$ cat config.mk
export PLATFORM = sky130hd
export DESIGN_NAME = bus_arbiter_flat
export DESIGN_NICKNAME = d
export VERILOG_FILES = /design/src/rtl/bus_arbiter_if.sv /design/src/rtl/bus_arbiter.sv /design/src/flat_wrapper.sv
export SDC_FILE = /design/constraint.sdc
export NUM_CORES = 1
export LEC_CHECK = 0
export ABC_AREA = 0
export BUFFER_PORTS_ARGS = -buffer_cell sky130_fd_sc_hd__buf_2
export CAP_MARGIN = 20
export CORE_AREA = 2 2 164 166
export DETAILED_ROUTE_END_ITERATION = 16
export DIE_AREA = 0 0 166 168
export PLACE_DENSITY_LB_ADDON = 0.12
export SLEW_MARGIN = 20
export SYNTH_ARGS = -nofsm -noshare
export SYNTH_HDL_FRONTEND = slang
export SYNTH_SLANG_ARGS = --single-unit
$ cat constraint.sdc
create_clock -name clk -period 6.4 [get_ports clk]
set_input_delay 0.96 -clock clk [delete_from_list [all_inputs] [get_ports clk]]
set_output_delay 0.96 -clock clk [all_outputs]
set_load 0.03 [all_outputs]
$ cat src/rtl/bus_arbiter_if.sv
// Signal bundle between the two bus masters, the arbiter and the RAM/VGA devices.
// The arbiter connects through the slave modport; the master modport is the environment side.
interface bus_arbiter_if;
    logic        m0_req;
    logic        m1_req;
    logic        m0_we;
    logic        m1_we;
    logic [31:0] m0_addr;
    logic [31:0] m1_addr;
    logic [31:0] m0_wdata;
    logic [31:0] m1_wdata;
    logic        m0_done;
    logic        m1_done;
    logic        m0_err;
    logic        m1_err;
    logic [31:0] m0_rdata;
    logic [31:0] m1_rdata;
    logic [31:0] ram_stat;
    logic [31:0] vga_stat;
    logic [31:0] ram_ctrl;
    logic [31:0] vga_ctrl;
    logic [31:0] addr;
    logic [31:0] data_in;
    logic [31:0] data_out;
    logic        busy;

    modport slave (
        input  m0_req, m1_req, m0_we, m1_we, m0_addr, m1_addr, m0_wdata, m1_wdata,
        input  ram_stat, vga_stat, data_in,
        output m0_done, m1_done, m0_err, m1_err, m0_rdata, m1_rdata,
        output ram_ctrl, vga_ctrl, addr, data_out, busy
    );

    modport master (
        output m0_req, m1_req, m0_we, m1_we, m0_addr, m1_addr, m0_wdata, m1_wdata,
        output ram_stat, vga_stat, data_in,
        input  m0_done, m1_done, m0_err, m1_err, m0_rdata, m1_rdata,
        input  ram_ctrl, vga_ctrl, addr, data_out, busy
    );
endinterface

$ cat src/rtl/bus_arbiter.sv
// Two-master round-robin bus arbiter running the four-phase ctrl/ACK handshake
// against RAM or VGA, with a saturating ACK timeout. All outputs are registered.
module bus_arbiter #(
    parameter int unsigned READ_BIT  = 0,
    parameter int unsigned WRITE_BIT = 1,
    parameter int unsigned ACK_BIT   = 0,
    parameter int unsigned TIMEOUT   = 255
) (
    input  logic          clk,
    input  logic          rst,
    bus_arbiter_if.slave  bus
);
    typedef enum logic [1:0] {IDLE, WAIT_ACK, WAIT_REL, DONE} state_t;

    localparam logic [15:0] TIMEOUT_W = 16'(TIMEOUT);
    localparam logic [31:0] RD_PIN    = 32'd1 << READ_BIT;
    localparam logic [31:0] WR_PIN    = 32'd1 << WRITE_BIT;

    state_t      r_state, w_state;
    logic        r_gnt_id, w_gnt_id;
    logic        r_gnt_vga, w_gnt_vga;
    logic        r_gnt_we, w_gnt_we;
    logic        r_last_grant, w_last_grant;
    logic [15:0] r_timer, w_timer;
    logic        r_err_pend, w_err_pend;
    logic [31:0] r_rd_cap, w_rd_cap;
    logic [31:0] r_addr, w_addr;
    logic [31:0] r_data_out, w_data_out;
    logic [31:0] r_ram_ctrl, w_ram_ctrl;
    logic [31:0] r_vga_ctrl, w_vga_ctrl;
    logic        r_m0_done, w_m0_done;
    logic        r_m1_done, w_m1_done;
    logic        r_m0_err, w_m0_err;
    logic        r_m1_err, w_m1_err;
    logic [31:0] r_m0_rdata, w_m0_rdata;
    logic [31:0] r_m1_rdata, w_m1_rdata;
    logic        r_busy, w_busy;

    logic        w_cand_valid;
    logic        w_cand_id;
    logic        w_cand_we;
    logic        w_cand_vga;
    logic        w_cand_ack;
    logic        w_gnt_ack;
    logic        w_finish;
    logic [31:0] w_cand_addr;
    logic [31:0] w_cand_wdata;
    logic [31:0] w_pin;
    logic        w_unused;

    // Only the ACK bit of each status word is consumed.
    assign w_unused = ^{bus.ram_stat, bus.vga_stat};

    always_ff @(posedge clk or posedge rst) begin
        if (rst) begin
            r_state      <= IDLE;
            r_gnt_id     <= 1'b0;
            r_gnt_vga    <= 1'b0;
            r_gnt_we     <= 1'b0;
            r_last_grant <= 1'b1;
            r_timer      <= '0;
            r_err_pend   <= 1'b0;
            r_rd_cap     <= '0;
            r_addr       <= '0;
            r_data_out   <= '0;
            r_ram_ctrl   <= '0;
            r_vga_ctrl   <= '0;
            r_m0_done    <= 1'b0;
            r_m1_done    <= 1'b0;
            r_m0_err     <= 1'b0;
            r_m1_err     <= 1'b0;
            r_m0_rdata   <= '0;
            r_m1_rdata   <= '0;
            r_busy       <= 1'b0;
        end else begin
            r_state      <= w_state;
            r_gnt_id     <= w_gnt_id;
            r_gnt_vga    <= w_gnt_vga;
            r_gnt_we     <= w_gnt_we;
            r_last_grant <= w_last_grant;
            r_timer      <= w_timer;
            r_err_pend   <= w_err_pend;
            r_rd_cap     <= w_rd_cap;
            r_addr       <= w_addr;
            r_data_out   <= w_data_out;
            r_ram_ctrl   <= w_ram_ctrl;
            r_vga_ctrl   <= w_vga_ctrl;
            r_m0_done    <= w_m0_done;
            r_m1_done    <= w_m1_done;
            r_m0_err     <= w_m0_err;
            r_m1_err     <= w_m1_err;
            r_m0_rdata   <= w_m0_rdata;
            r_m1_rdata   <= w_m1_rdata;
            r_busy       <= w_busy;
        end
    end

    always_comb begin
        w_state      = r_state;
        w_gnt_id     = r_gnt_id;
        w_gnt_vga    = r_gnt_vga;
        w_gnt_we     = r_gnt_we;
        w_last_grant = r_last_grant;
        w_timer      = r_timer;
        w_err_pend   = r_err_pend;
        w_rd_cap     = r_rd_cap;
        w_addr       = r_addr;
        w_data_out   = r_data_out;
        w_ram_ctrl   = r_ram_ctrl;
        w_vga_ctrl   = r_vga_ctrl;
        w_m0_done    = 1'b0;
        w_m1_done    = 1'b0;
        w_m0_err     = 1'b0;
        w_m1_err     = 1'b0;
        w_m0_rdata   = r_m0_rdata;
        w_m1_rdata   = r_m1_rdata;
        w_finish     = 1'b0;
        w_pin        = '0;

        // With both requesting, the master that did not win last time is the candidate.
        w_cand_valid = bus.m0_req | bus.m1_req;
        w_cand_id    = bus.m0_req ? (bus.m1_req ? ~r_last_grant : 1'b0) : 1'b1;
        w_cand_we    = w_cand_id ? bus.m1_we    : bus.m0_we;
        w_cand_addr  = w_cand_id ? bus.m1_addr  : bus.m0_addr;
        w_cand_wdata = w_cand_id ? bus.m1_wdata : bus.m0_wdata;
        w_cand_vga   = w_cand_addr[31];
        w_cand_ack   = w_cand_vga ? bus.vga_stat[ACK_BIT] : bus.ram_stat[ACK_BIT];
        w_gnt_ack    = r_gnt_vga  ? bus.vga_stat[ACK_BIT] : bus.ram_stat[ACK_BIT];

        case (r_state)
            IDLE: begin
                // A busy target stalls the candidate; the other master is not substituted.
                if (w_cand_valid && !w_cand_ack) begin
                    w_state    = WAIT_ACK;
                    w_gnt_id   = w_cand_id;
                    w_gnt_vga  = w_cand_vga;
                    w_gnt_we   = w_cand_we;
                    w_addr     = {1'b0, w_cand_addr[30:0]};
                    w_data_out = w_cand_we ? w_cand_wdata : 32'd0;
                    w_pin      = w_cand_we ? WR_PIN : RD_PIN;
                    w_ram_ctrl = w_cand_vga ? 32'd0 : w_pin;
                    w_vga_ctrl = w_cand_vga ? w_pin : 32'd0;
                    w_timer    = '0;
                end
            end
            WAIT_ACK: begin
                if (w_gnt_ack) begin
                    if (!r_gnt_we) w_rd_cap = bus.data_in;
                    w_ram_ctrl = '0;
                    w_vga_ctrl = '0;
                    w_timer    = '0;
                    w_state    = WAIT_REL;
                end else if (r_timer == TIMEOUT_W) begin
                    w_ram_ctrl = '0;
                    w_vga_ctrl = '0;
                    w_err_pend = 1'b1;
                    w_finish   = 1'b1;
                    w_state    = DONE;
                end else begin
                    w_timer = r_timer + 16'd1;
                end
            end
            WAIT_REL: begin
                if (!w_gnt_ack) begin
                    w_finish = 1'b1;
                    w_state  = DONE;
                end else if (r_timer == TIMEOUT_W) begin
                    w_err_pend = 1'b1;
                    w_finish   = 1'b1;
                    w_state    = DONE;
                end else begin
                    w_timer = r_timer + 16'd1;
                end
            end
            DONE: begin
                w_last_grant = r_gnt_id;
                w_addr       = '0;
                w_data_out   = '0;
                w_err_pend   = 1'b0;
                w_state      = IDLE;
            end
            default: w_state = IDLE;
        endcase

        // Completion is registered on entry to DONE so done/err/rdata are visible during DONE.
        if (w_finish) begin
            if (r_gnt_id) begin
                w_m1_done = 1'b1;
                w_m1_err  = w_err_pend;
                if (!w_err_pend && !r_gnt_we) w_m1_rdata = w_rd_cap;
            end else begin
                w_m0_done = 1'b1;
                w_m0_err  = w_err_pend;
                if (!w_err_pend && !r_gnt_we) w_m0_rdata = w_rd_cap;
            end
        end

        w_busy = (w_state != IDLE);
    end

    assign bus.m0_done  = r_m0_done;
    assign bus.m1_done  = r_m1_done;
    assign bus.m0_err   = r_m0_err;
    assign bus.m1_err   = r_m1_err;
    assign bus.m0_rdata = r_m0_rdata;
    assign bus.m1_rdata = r_m1_rdata;
    assign bus.ram_ctrl = r_ram_ctrl;
    assign bus.vga_ctrl = r_vga_ctrl;
    assign bus.addr     = r_addr;
    assign bus.data_out = r_data_out;
    assign bus.busy     = r_busy;
endmodule

$ cat src/flat_wrapper.sv
// flat-port wrapper written by rule: the top's interface ports become plain ports
module bus_arbiter_flat 
#(
    parameter int unsigned READ_BIT  = 0,
    parameter int unsigned WRITE_BIT = 1,
    parameter int unsigned ACK_BIT   = 0,
    parameter int unsigned TIMEOUT   = 255
)
  (clk, rst, bus_m0_req, bus_m1_req, bus_m0_we, bus_m1_we, bus_m0_addr, bus_m1_addr, bus_m0_wdata, bus_m1_wdata, bus_ram_stat, bus_vga_stat, bus_data_in, bus_m0_done, bus_m1_done, bus_m0_err, bus_m1_err, bus_m0_rdata, bus_m1_rdata, bus_ram_ctrl, bus_vga_ctrl, bus_addr, bus_data_out, bus_busy);
  bus_arbiter_if bus_i ();
  input  logic clk;
  input  logic rst;
  input wire logic [$bits(bus_i.m0_req)-1:0] bus_m0_req;
  input wire logic [$bits(bus_i.m1_req)-1:0] bus_m1_req;
  input wire logic [$bits(bus_i.m0_we)-1:0] bus_m0_we;
  input wire logic [$bits(bus_i.m1_we)-1:0] bus_m1_we;
  input wire logic [$bits(bus_i.m0_addr)-1:0] bus_m0_addr;
  input wire logic [$bits(bus_i.m1_addr)-1:0] bus_m1_addr;
  input wire logic [$bits(bus_i.m0_wdata)-1:0] bus_m0_wdata;
  input wire logic [$bits(bus_i.m1_wdata)-1:0] bus_m1_wdata;
  input wire logic [$bits(bus_i.ram_stat)-1:0] bus_ram_stat;
  input wire logic [$bits(bus_i.vga_stat)-1:0] bus_vga_stat;
  input wire logic [$bits(bus_i.data_in)-1:0] bus_data_in;
  output wire logic [$bits(bus_i.m0_done)-1:0] bus_m0_done;
  output wire logic [$bits(bus_i.m1_done)-1:0] bus_m1_done;
  output wire logic [$bits(bus_i.m0_err)-1:0] bus_m0_err;
  output wire logic [$bits(bus_i.m1_err)-1:0] bus_m1_err;
  output wire logic [$bits(bus_i.m0_rdata)-1:0] bus_m0_rdata;
  output wire logic [$bits(bus_i.m1_rdata)-1:0] bus_m1_rdata;
  output wire logic [$bits(bus_i.ram_ctrl)-1:0] bus_ram_ctrl;
  output wire logic [$bits(bus_i.vga_ctrl)-1:0] bus_vga_ctrl;
  output wire logic [$bits(bus_i.addr)-1:0] bus_addr;
  output wire logic [$bits(bus_i.data_out)-1:0] bus_data_out;
  output wire logic [$bits(bus_i.busy)-1:0] bus_busy;
  assign bus_i.m0_req = bus_m0_req;
  assign bus_i.m1_req = bus_m1_req;
  assign bus_i.m0_we = bus_m0_we;
  assign bus_i.m1_we = bus_m1_we;
  assign bus_i.m0_addr = bus_m0_addr;
  assign bus_i.m1_addr = bus_m1_addr;
  assign bus_i.m0_wdata = bus_m0_wdata;
  assign bus_i.m1_wdata = bus_m1_wdata;
  assign bus_i.ram_stat = bus_ram_stat;
  assign bus_i.vga_stat = bus_vga_stat;
  assign bus_i.data_in = bus_data_in;
  assign bus_m0_done = bus_i.m0_done;
  assign bus_m1_done = bus_i.m1_done;
  assign bus_m0_err = bus_i.m0_err;
  assign bus_m1_err = bus_i.m1_err;
  assign bus_m0_rdata = bus_i.m0_rdata;
  assign bus_m1_rdata = bus_i.m1_rdata;
  assign bus_ram_ctrl = bus_i.ram_ctrl;
  assign bus_vga_ctrl = bus_i.vga_ctrl;
  assign bus_addr = bus_i.addr;
  assign bus_data_out = bus_i.data_out;
  assign bus_busy = bus_i.busy;
  bus_arbiter #(.READ_BIT(READ_BIT), .WRITE_BIT(WRITE_BIT), .ACK_BIT(ACK_BIT), .TIMEOUT(TIMEOUT)) u_core (.clk(clk), .rst(rst), .bus(bus_i));
endmodule
==> results of run 1 <==
==> through the flow <==
stage | hold WS (ns) | worst slack [ns] | instance area, µm² | power [W] | util [%]
after floorplan | 0.438 | 0.243 | 9530 | 0.00337 | -
after global placement | 0.467 | 2.49 | 10800 | 0.00393 | 41.1
after detailed placement | 0.471 | 2.40 | 10800 | 0.00395 | 41.1
after CTS | 0.485 | 2.87 | 11500 | 0.00511 | 43.5
after global routing | 0.496 | 2.66 | 11500 | 0.00535 | 43.5
final | 0.482 | 2.92 | 11500 | 0.00503 | 43.5
==> cell usage after synthesis, drive strengths merged (7+ instances only) <==
master    n  area, µm²
a311oi   24        210
nor2     36        135
dfrtp   190       4750
mux2    100       1350
mux2i    43        434
nand2    45        174
o31ai    44        344
buf      90        642
nand2b    7       51.3
o21ai    27        139
inv       7       26.3
and2      7       45.1
a21oi     9       45.0
nand3    67        335
clkbuf   25       93.8
==> power breakdown <==
group	internal, W	total, W	switching (W)
sequential	0.00162	0.00181	0.000197
combinational	0.000727	0.00208	0.00136
clock	0.000574	0.00114	0.000562
==> state kept, by name (all words and copies together), names as in the netlist <==
name / count
u_core.bus.addr: 31
u_core.bus.busy: 1
u_core.bus.data_out: 32
u_core.bus.m0_done: 1
u_core.bus.m0_err: 1
u_core.bus.m0_rdata: 32
u_core.bus.m1_done: 1
u_core.bus.m1_err: 1
u_core.bus.m1_rdata: 32
u_core.bus.ram_ctrl: 2
u_core.bus.vga_ctrl: 2
u_core.r_err_pend: 1
u_core.r_gnt_id: 1
u_core.r_gnt_vga: 1
u_core.r_gnt_we: 1
u_core.r_last_grant: 1
u_core.r_rd_cap: 32
u_core.r_state: 2
u_core.r_timer: 16
==> path summary, 6_finish.rpt <==
kind | from | to | slack, ns | cells after the start
setup / recovery | bus_m0_req | u_core.bus.data_out[29] | 2.92 | 5
hold / removal | u_core.r_timer[5] | u_core.r_timer[5] | 0.48 | 1
min in group asynchronous | rst | u_core.bus.addr[11] | 0.66 | 2
max in group asynchronous | rst | u_core.bus.addr[20] | 4.39 | 3
setup reg to reg | u_core.r_last_grant | u_core.r_timer[4] | 3.33 | 7
hold reg to reg | u_core.r_timer[5] | u_core.r_timer[5] | 0.48 | 1
==> logic make-up after synthesis <==
group / count (synthesis) / synth area share [%]
multiplexers: 143 / 19.2
adder cells (fa/ha/maj): 5 / 0.672
other: 1 / 0.0403
flip-flops: 191 / 51.4
AND/OR/NAND/NOR: 192 / 10.8
buffers and inverters: 122 / 8.19
AO/OA/AOI/OAI: 122 / 9.73
==> per-layer routing <==
layer | global-route usage (%) | vias to the layer above | part of all wire (%)
li1 | - | 3220 | -
met1 | 22.7 | 3255 | 47
met2 | 25.0 | 228 | 45
met3 | 4.07 | 17 | 6.2
met4 | 4.76 | 0 | 1.2
met5 | 0 | - | 0
==> cell type report <==
class	count	area [µm²]	area share, %
Clock buffer	17	425	3.71
Tap cell	341	427	3.72
Timing Repair Buffer	311	1580	13.7
Clock inverter	15	216	1.89
Inverter	7	33.8	0.295
Sequential cell	191	4780	41.7
Multi-Input combinational cell	523	4010	34.9
==> flow_summary_export.csv, run 1 <==
group,metric,value,unit
final_layout,nets,1286,
detailed_routing,detail-route-antenna-nets,0,
clock_network,cts-resized-gates,0,
floorplan,core.rowCount,60,
min_path,hold_path.class,"reg2reg",
final_layout,area_growth,23.2,%
detailed_routing,drt-pass1-iter-count,5,
clock_network,cts_root_buffer,"clkbuf_16",
clock_network,clock-sinks,191,
timing,final.setup.tns,0,ns
detailed_routing,routed_via_density,4.78,
timing,finalHoldViolCount,0,
clock_network,h-tree-depth,4,
floorplan,pin_count,427,
critical_path,cp.arrival,3.77,ns
global_route,grt_remaining_overflow,0,
placement,dp.final_hpwl,15800,µm
synthesis,synth_ff_type,"dfrtp_1",
detailed_routing,drt-total-wl,23400,µm
global_route,grt_max_degree,141,
global_route,grt_pass1_vias,6474,
final_layout,drive_gt1_share,43.7,%
clock_network,clk_latency,0.43,ns
clock_network,clk_path_buf_depth,2,
critical_path,critPathKind,"in2reg",
floorplan,die_y,168,µm
timing,rsz0062_at_grt,"no",
global_route,antenna_found_initial,0,
final_layout,stdcell_count,1405,
placement,io_buffers,303,
timing,skew,0.0141,ns
timing,period_share,54.5,%
clock_network,clkTransAtPathRegs,0.08,ns
synthesis,synth_edf_count,0,
floorplan,fp.dieW,166,µm
timing,relSlewSlack,28.9,%
power,power.density,439,nW/µm²
flow_run,drv_cap,0,
synthesis,avgSynthCellArea,12.0,µm²
critical_path,cp_max_fo,64,
floorplan,die_area,27900,µm²
detailed_routing,wl_per_cell,16.7,µm
synthesis,ys_ff_latch,191,
placement,finalWeightedCongestion,0.764,
final_layout,most-common-layout-cells,"303 x buf_2, 190 x dfrtp_1, 67 x nand3_1",
timing,slew_violations,0,
detailed_routing,drt_iter0_markers,401,
critical_path,cpMaxStageDelayCell,"mux2i_1",
final_layout,fill_cells,2595,
clock_network,holdBufCountCts,0,
global_route,grt_pass1_wl,36400,µm
synthesis,ys_types,54,
synthesis,synth_cells,776,
synthesis,synth_warnings,0,
power,ir_drop,0.184,mV
floorplan,initial_core_util,35.3,%
final_layout,antennaDiodeCount,0,
timing,tightestPinTransition,1.07,ns
power,leakage,5.87,nW
critical_path,crit_buf_inv,1,
critical_path,cp_top_family,"simple AND/OR/NAND/NOR gates",
floorplan,core_area,26400,µm²
outcome,status,"finished clean",
timing,max_freq,287,MHz
global_route,grt_util_all_layers,16.2,%
clock_network,postCtsSetupRepairBufs,0,
critical_path,crit_chain,"buf_2 -> nand2_4 -> mux2i_1 -> or2_2 -> o31ai_1",
detailed_routing,post-route-drc-count,0,
timing,setup_violations,0,
final_layout,final_common_cell,"buf_2",
synthesis,syn_area,9310,µm²
critical_path,worstPathRequired,6.68,ns
synthesis,synthArstFlopShare,100,%
synthesis,ys_seq_area_share,51.4,%
timing,finalCriticalPeriod,3.48,ns
placement,dp_cells,1373,
detailed_routing,route.vias.total,6720,
critical_path,cp-start-kind,"input port",
clock_network,cts_tree,"yes",
clock_network,cts_made_buffers,17,
critical_path,cp-end-kind,"flop",
critical_path,critPathMaxStageDelay,0.68,ns
Power figures use the tool's default switching activity.
==> run 2: changes to the inputs <==
ABC_AREA = 1   (was 0)
CORE_AREA = 2 2 168 170   (was 2 2 164 166)
DIE_AREA = 0 0 170 172   (was 0 0 166 168)
clock period = 3.3 ns   (was 6.4 ns; I/O delays follow)
==> flow_summary_export.csv, run 2 <==
group,metric,value,unit
critical_path,worstPathRequired,3.68,ns
global_route,grt_max_degree,95,
outcome,status,"finished clean",
detailed_routing,detail-route-antenna-nets,0,
detailed_routing,post-route-drc-count,0,
detailed_routing,route.vias.total,8506,
critical_path,cp-end-kind,"flop",
synthesis,ys_types,29,
critical_path,reg2reg_from,"u_core.r_last_grant",
detailed_routing,drt-total-wl,27700,µm
critical_path,cp.arrival,2.96,ns
global_route,grt_remaining_overflow,0,
clock_network,cts_made_buffers,17,
floorplan,pin_count,427,
flow_run,drv_cap,0,
synthesis,synth_ff_type,"dfrtp_1",
floorplan,die_y,172,µm
critical_path,worstReg2RegEnd,"u_core.bus.data_out[11]",
detailed_routing,drt-pass1-iter-count,4,
global_route,grt_pass1_vias,8011,
placement,io_buffers,303,
floorplan,fp.dieW,170,µm
synthesis,syn_area,9630,µm²
floorplan,core_area,27500,µm²
final_layout,final_common_cell,"nand2_1",
floorplan,initial_core_util,35.1,%
clock_network,clk_latency,0.44,ns
timing,setup_violations,0,
detailed_routing,drt_iter0_markers,482,
critical_path,critPathKind,"reg2reg",
detailed_routing,wl_per_cell,15.1,µm
timing,relSlewSlack,37.6,%
critical_path,r2r_slack,0.72,ns
synthesis,synthArstFlopShare,100,%
timing,slew_violations,0,
global_route,grtUsageMet1,24.7,%
final_layout,drive_gt1_share,27.6,%
timing,tightestPinTransition,0.936,ns
synthesis,synth_warnings,0,
timing,finalCriticalPeriod,2.58,ns
critical_path,worst_r2r_path_depth,10,
synthesis,synthTopCellsByCount,"386 x nand2_1, 190 x dfrtp_1, 185 x nand3_1",
synthesis,ys_seq_area_share,49.6,%
timing,final.setup.tns,0,ns
synthesis,synth_top_area_share,49.4,%
global_route,grt_pass1_wl,43500,µm
clock_network,cts_tree,"yes",
global_route,gr-usage-met3,5.40,%
placement,finalWeightedCongestion,0.819,
global_route,grt-busiest-layer,"met2",
timing,rsz0062_at_grt,"no",
timing,period_share,78.3,%
synthesis,avgSynthCellArea,7.98,µm²
clock_network,clock-sinks,191,
power,ir_drop,0.424,mV
clock_network,cts_root_buffer,"clkbuf_16",
timing,skew,0.0206,ns
clock_network,cts-resized-gates,0,
clock_network,clk_path_buf_depth,2,
final_layout,nets,1716,
synthesis,synth_area_leader_cell,"dfrtp_1",
global_route,grt_util_all_layers,18.9,%
floorplan,core.rowCount,61,
synthesis,ys_ff_latch,191,
synthesis,yosys-top-cells-area,"dfrtp_1 49%, nand2_1 15%, nand3_1 9.6%",
synthesis,synth_edf_count,0,
timing,finalHoldViolCount,0,
final_layout,fill_cells,2830,
final_layout,fin_util,43.2,%
detailed_routing,routed_via_density,4.62,
timing,max_freq,387,MHz
critical_path,cp_max_fo,22,
floorplan,die_area,29200,µm²
final_layout,regArea,4780,µm²
power,leakage,6.61,nW
clock_network,postCtsSetupRepairBufs,0,
synthesis,yosysMostFrequentCell,"nand2_1",
placement,dp.final_hpwl,19400,µm
clock_network,holdBufCountCts,0,
clock_network,h-tree-depth,4,
global_route,antenna_found_initial,4,
global_route,met2_usage,31.4,%
final_layout,most-common-layout-cells,"384 x nand2_1, 303 x buf_2, 190 x dfrtp_1",
power,power.density,887,nW/µm²
clock_network,clkTransAtPathRegs,0.08,ns
final_layout,area_growth,23.1,%
critical_path,cp-start-kind,"flop",
synthesis,synth_cells,1208,
min_path,hold_path.class,"in2async",
final_layout,multi_input_area,4140,µm²
## run 2: changes by cell type after synthesis, moves of 33 or more
cell,previous run,this run
nand2_1,43,386
o31ai_1,43,0
nand3_1,67,185
mux2i_1,42,0
mux2_4,60,0
inv_1,7,40
nor2_1,36,118
## run 2: kinds of logic (layout without fill, tap and decap cells)
group           count (synthesis)  count (layout)  share of synthesized area, %
fa+ha+maj                       5               5                         0.649
other cells                     1              64                        0.0389
xor+xnor                        2               2                         0.182
flops                         191             191                          49.6
mux                            32              32                          3.74
simple gates                  717             717                          31.1
buf+inv                       175             401                          9.91
compound gates                 85              85                          4.81
## run 2: cell type report
class	count	area share [%]
multi-input cells	902	34.9
flip-flops and latches	191	40.3
diodes	3	0.0633
clock buffers	17	3.59
well taps	346	3.65
inverters	44	1.42
repair buffers	325	14.4
clock inverters	15	1.70
## run 2: per-stage QoR
step                      instances  setup slack [ns]  total power [W]  hold WS, ns  area (µm²)
after global routing           1841             0.408           0.0113        0.113       11900
final                          1843             0.716           0.0105       0.0962       11900
after CTS                      1840             0.659           0.0107        0.104       11900
after global placement         1808             0.665          0.00842        0.448       11200
after floorplan                1268             0.343          0.00706        0.459        9860
after detailed placement       1808             0.596          0.00848        0.453       11200
## run 2: report_power, final
| part | switching, W | internal, W |
|---|---|---|
| logic | 0.00340 | 0.00135 |
| registers | 0.000410 | 0.00321 |
| clock network | 0.00110 | 0.00106 |
| total | 0.00491 | 0.00562 |
## run 2: worst max-delay path: stages (launching register included)
cell and delay [ns]:
dfstp_2 0.52, inv_1 0.04, nand2_1 0.10, nand2_2 0.27
inv_2 0.12, or2_2 0.10, o21ai_1 0.16, nor2_2 0.62
buf_4 0.35, nand3_1 0.12, nand2_1 0.11
## run 2: per-layer routing
metal  routed length, µm  vias up
li1                    -     4323
met1               12400     3913
met2               13200      251
met3                1930       13
met4                 170        6
met5                  34        -
## run 2: worst max path at each step
stage	from	endpoint	slack [ns]	cells after the start
floorplan	rst	u_core.bus.addr[0]	0.34	1
global placement	bus_m1_req	u_core.bus.data_out[18]	0.66	10
detailed placement	bus_m1_req	u_core.bus.data_out[11]	0.60	10
CTS	u_core.r_last_grant	u_core.bus.data_out[11]	0.66	10
global route	u_core.r_last_grant	u_core.bus.data_out[23]	0.41	10
finish	u_core.r_last_grant	u_core.bus.data_out[11]	0.72	10
==> run 3: changes to the inputs <==
ABC_AREA = 0   (was 1)
CORE_AREA = 2 2 167 169   (was 2 2 168 170)
DIE_AREA = 0 0 169 171   (was 0 0 170 172)
clock period = 2.5 ns   (was 3.3 ns; I/O delays follow)
==> flow_summary_export.csv, run 3 (synthesis gave the netlist of run 1 again) <==
group,metric,value,unit
timing,finalHoldViolCount,0,
clock_network,cts_tree,"yes",
global_route,grt_pass1_wl,37300,µm
clock_network,clkTransAtPathRegs,0.09,ns
final_layout,multi_input_area,4010,µm²
critical_path,worstPathRequired,2.82,ns
timing,skew,0.0230,ns
detailed_routing,detail-route-antenna-nets,0,
outcome,status,"finished clean",
global_route,grt_remaining_overflow,0,
timing,period_share,96.0,%
final_layout,final_area,11800,µm²
floorplan,die_y,171,µm
timing,rsz0062_at_grt,"yes",
floorplan,core_area,27300,µm²
timing,max_freq,417,MHz
detailed_routing,wl_per_cell,16.7,µm
power,leakage,6.03,nW
floorplan,fp.dieW,169,µm
final_layout,area_growth,26.5,%
detailed_routing,routed_via_density,4.70,
clock_network,cts_made_buffers,17,
clock_network,clock-sinks,191,
timing,tightestPinTransition,0.692,ns
final_layout,fin_util,43.1,%
timing,relSlewSlack,53.9,%
global_route,grt_util_all_layers,16.3,%
min_path,hold_path.class,"in2async",
placement,finalWeightedCongestion,0.752,
timing,setup_violations,0,
detailed_routing,route.vias.total,6767,
detailed_routing,drt-total-wl,24000,µm
critical_path,critPathKind,"reg2reg",
critical_path,reg2reg_from,"u_core.r_timer[13]",
final_layout,most-common-layout-cells,"303 x buf_2, 190 x dfrtp_1, 67 x nand3_1",
global_route,antenna_found_initial,1,
floorplan,pin_count,427,
critical_path,cp_max_fo,16,
power,power.density,1100,nW/µm²
final_layout,final_common_cell,"buf_2",
clock_network,h-tree-depth,4,
detailed_routing,drt-pass1-iter-count,5,
flow_run,drv_cap,0,
floorplan,core.rowCount,61,
global_route,grt_pass1_vias,6644,
critical_path,cpMaxStageDelayCell,"dfrtp_1",
power,ir_drop,0.483,mV
critical_path,worstReg2RegEnd,"u_core.bus.m0_rdata[28]",
final_layout,antennaDiodeCount,0,
detailed_routing,drt_iter0_markers,326,
critical_path,critPathMaxStageDelay,0.46,ns
critical_path,crit_chain,"nor4_4 -> nand4_4 -> buf_4 -> o31ai_4 -> nor4_4 -> buf_4 -> clkbuf_16 -> mux2_4",
final_layout,drive_gt1_share,45.2,%
floorplan,initial_core_util,34.1,%
timing,finalCriticalPeriod,2.40,ns
placement,dp.final_hpwl,16800,µm
critical_path,cp.arrival,2.72,ns
critical_path,cp-start-kind,"flop",
critical_path,worst_r2r_path_depth,8,
final_layout,regArea,4780,µm²
critical_path,cp_top_family,"simple AND/OR/NAND/NOR gates",
critical_path,crit_buf_inv,3,
global_route,grt_max_degree,105,
clock_network,clk_path_buf_depth,2,
timing,slew_violations,0,
floorplan,die_area,28900,µm²
power,power.total,0.0130,W
clock_network,cts_root_buffer,"clkbuf_16",
clock_network,clk_latency,0.44,ns
critical_path,cp-end-kind,"flop",
detailed_routing,post-route-drc-count,0,
placement,io_buffers,303,
critical_path,r2r_slack,0.1,ns
final_layout,fill_cells,2658,
timing,final.setup.tns,0,ns
placement,dpl_cell_area,11100,µm²
final_layout,nets,1315,
-- run 3: where the power goes --
part / internal (W) / switching (W)
Combinational: 0.00197 / 0.00351
Clock: 0.00139 / 0.00145
Sequential: 0.00414 / 0.000500
Total: 0.00750 / 0.00546
-- run 3: worst max-delay path by stage --
stage                                   from                 endpoint  slack, ns  cells past startpoint
after floorplan                          rst       u_core.bus.addr[0]      -0.34                      1
after global placement       bus_vga_stat[0]  u_core.bus.m0_rdata[31]       0.07                      7
after detailed placement     bus_vga_stat[0]  u_core.bus.m0_rdata[31]       0.05                      7
after CTS                  u_core.r_timer[9]  u_core.bus.m1_rdata[29]        0.1                      7
after global routing      u_core.r_timer[13]   u_core.bus.m0_rdata[8]      -0.01                      8
final                     u_core.r_timer[13]  u_core.bus.m0_rdata[28]        0.1                      8
-- run 3: worst reg2reg max path, delay by kind of cell (launching register included) --
family / cells / cell delay [ns]
and+or+nand+nor: 3 / 0.59
buffers and inverters: 3 / 0.54
DFF: 1 / 0.46
AOI/OAI and AO/OA: 1 / 0.38
muxes: 1 / 0.33
-- run 3: timing repair --
| action | CTS | global route |
|---|---|---|
| endpoints found under the setup margin | 0 | 10 |
| buffers inserted | 0 | 4 |
| gates resized for setup | 0 | 1 |
| hold buffers | 0 | 0 |
-- run 3: cell type report --
cell class | instances | area share [%]
Inverter | 7 | 0.255
Timing Repair Buffer | 340 | 16.1
Clock buffer | 17 | 3.61
Multi-Input combinational cell | 523 | 34.1
Tap cell | 346 | 3.68
Sequential cell | 191 | 40.6
Clock inverter | 15 | 1.71
-- run 3: routing by layer --
| metal | vias up | GRT usage [%] | routed length [µm] |
|---|---|---|---|
| met2 | 232 | 26.1 | 11200 |
| met5 | - | 0 | 0 |
| met1 | 3234 | 22.2 | 11000 |
| li1 | 3288 | - | - |
| met3 | 13 | 4.07 | 1520 |
| met4 | 0 | 4.38 | 214 |
-- run 3: metrics by stage --
| step | std cells | hold slack (ns) | setup slack, ns |
|---|---|---|---|
| CTS | 1434 | 0.0903 | 0.0974 |
| finish | 1439 | 0.0791 | 0.100 |
| global route | 1439 | 0.0979 | -0.0147 |
| detailed placement | 1402 | 0.473 | 0.0524 |
| global placement | 1402 | 0.470 | 0.0745 |
| floorplan | 836 | 0.438 | -0.337 |
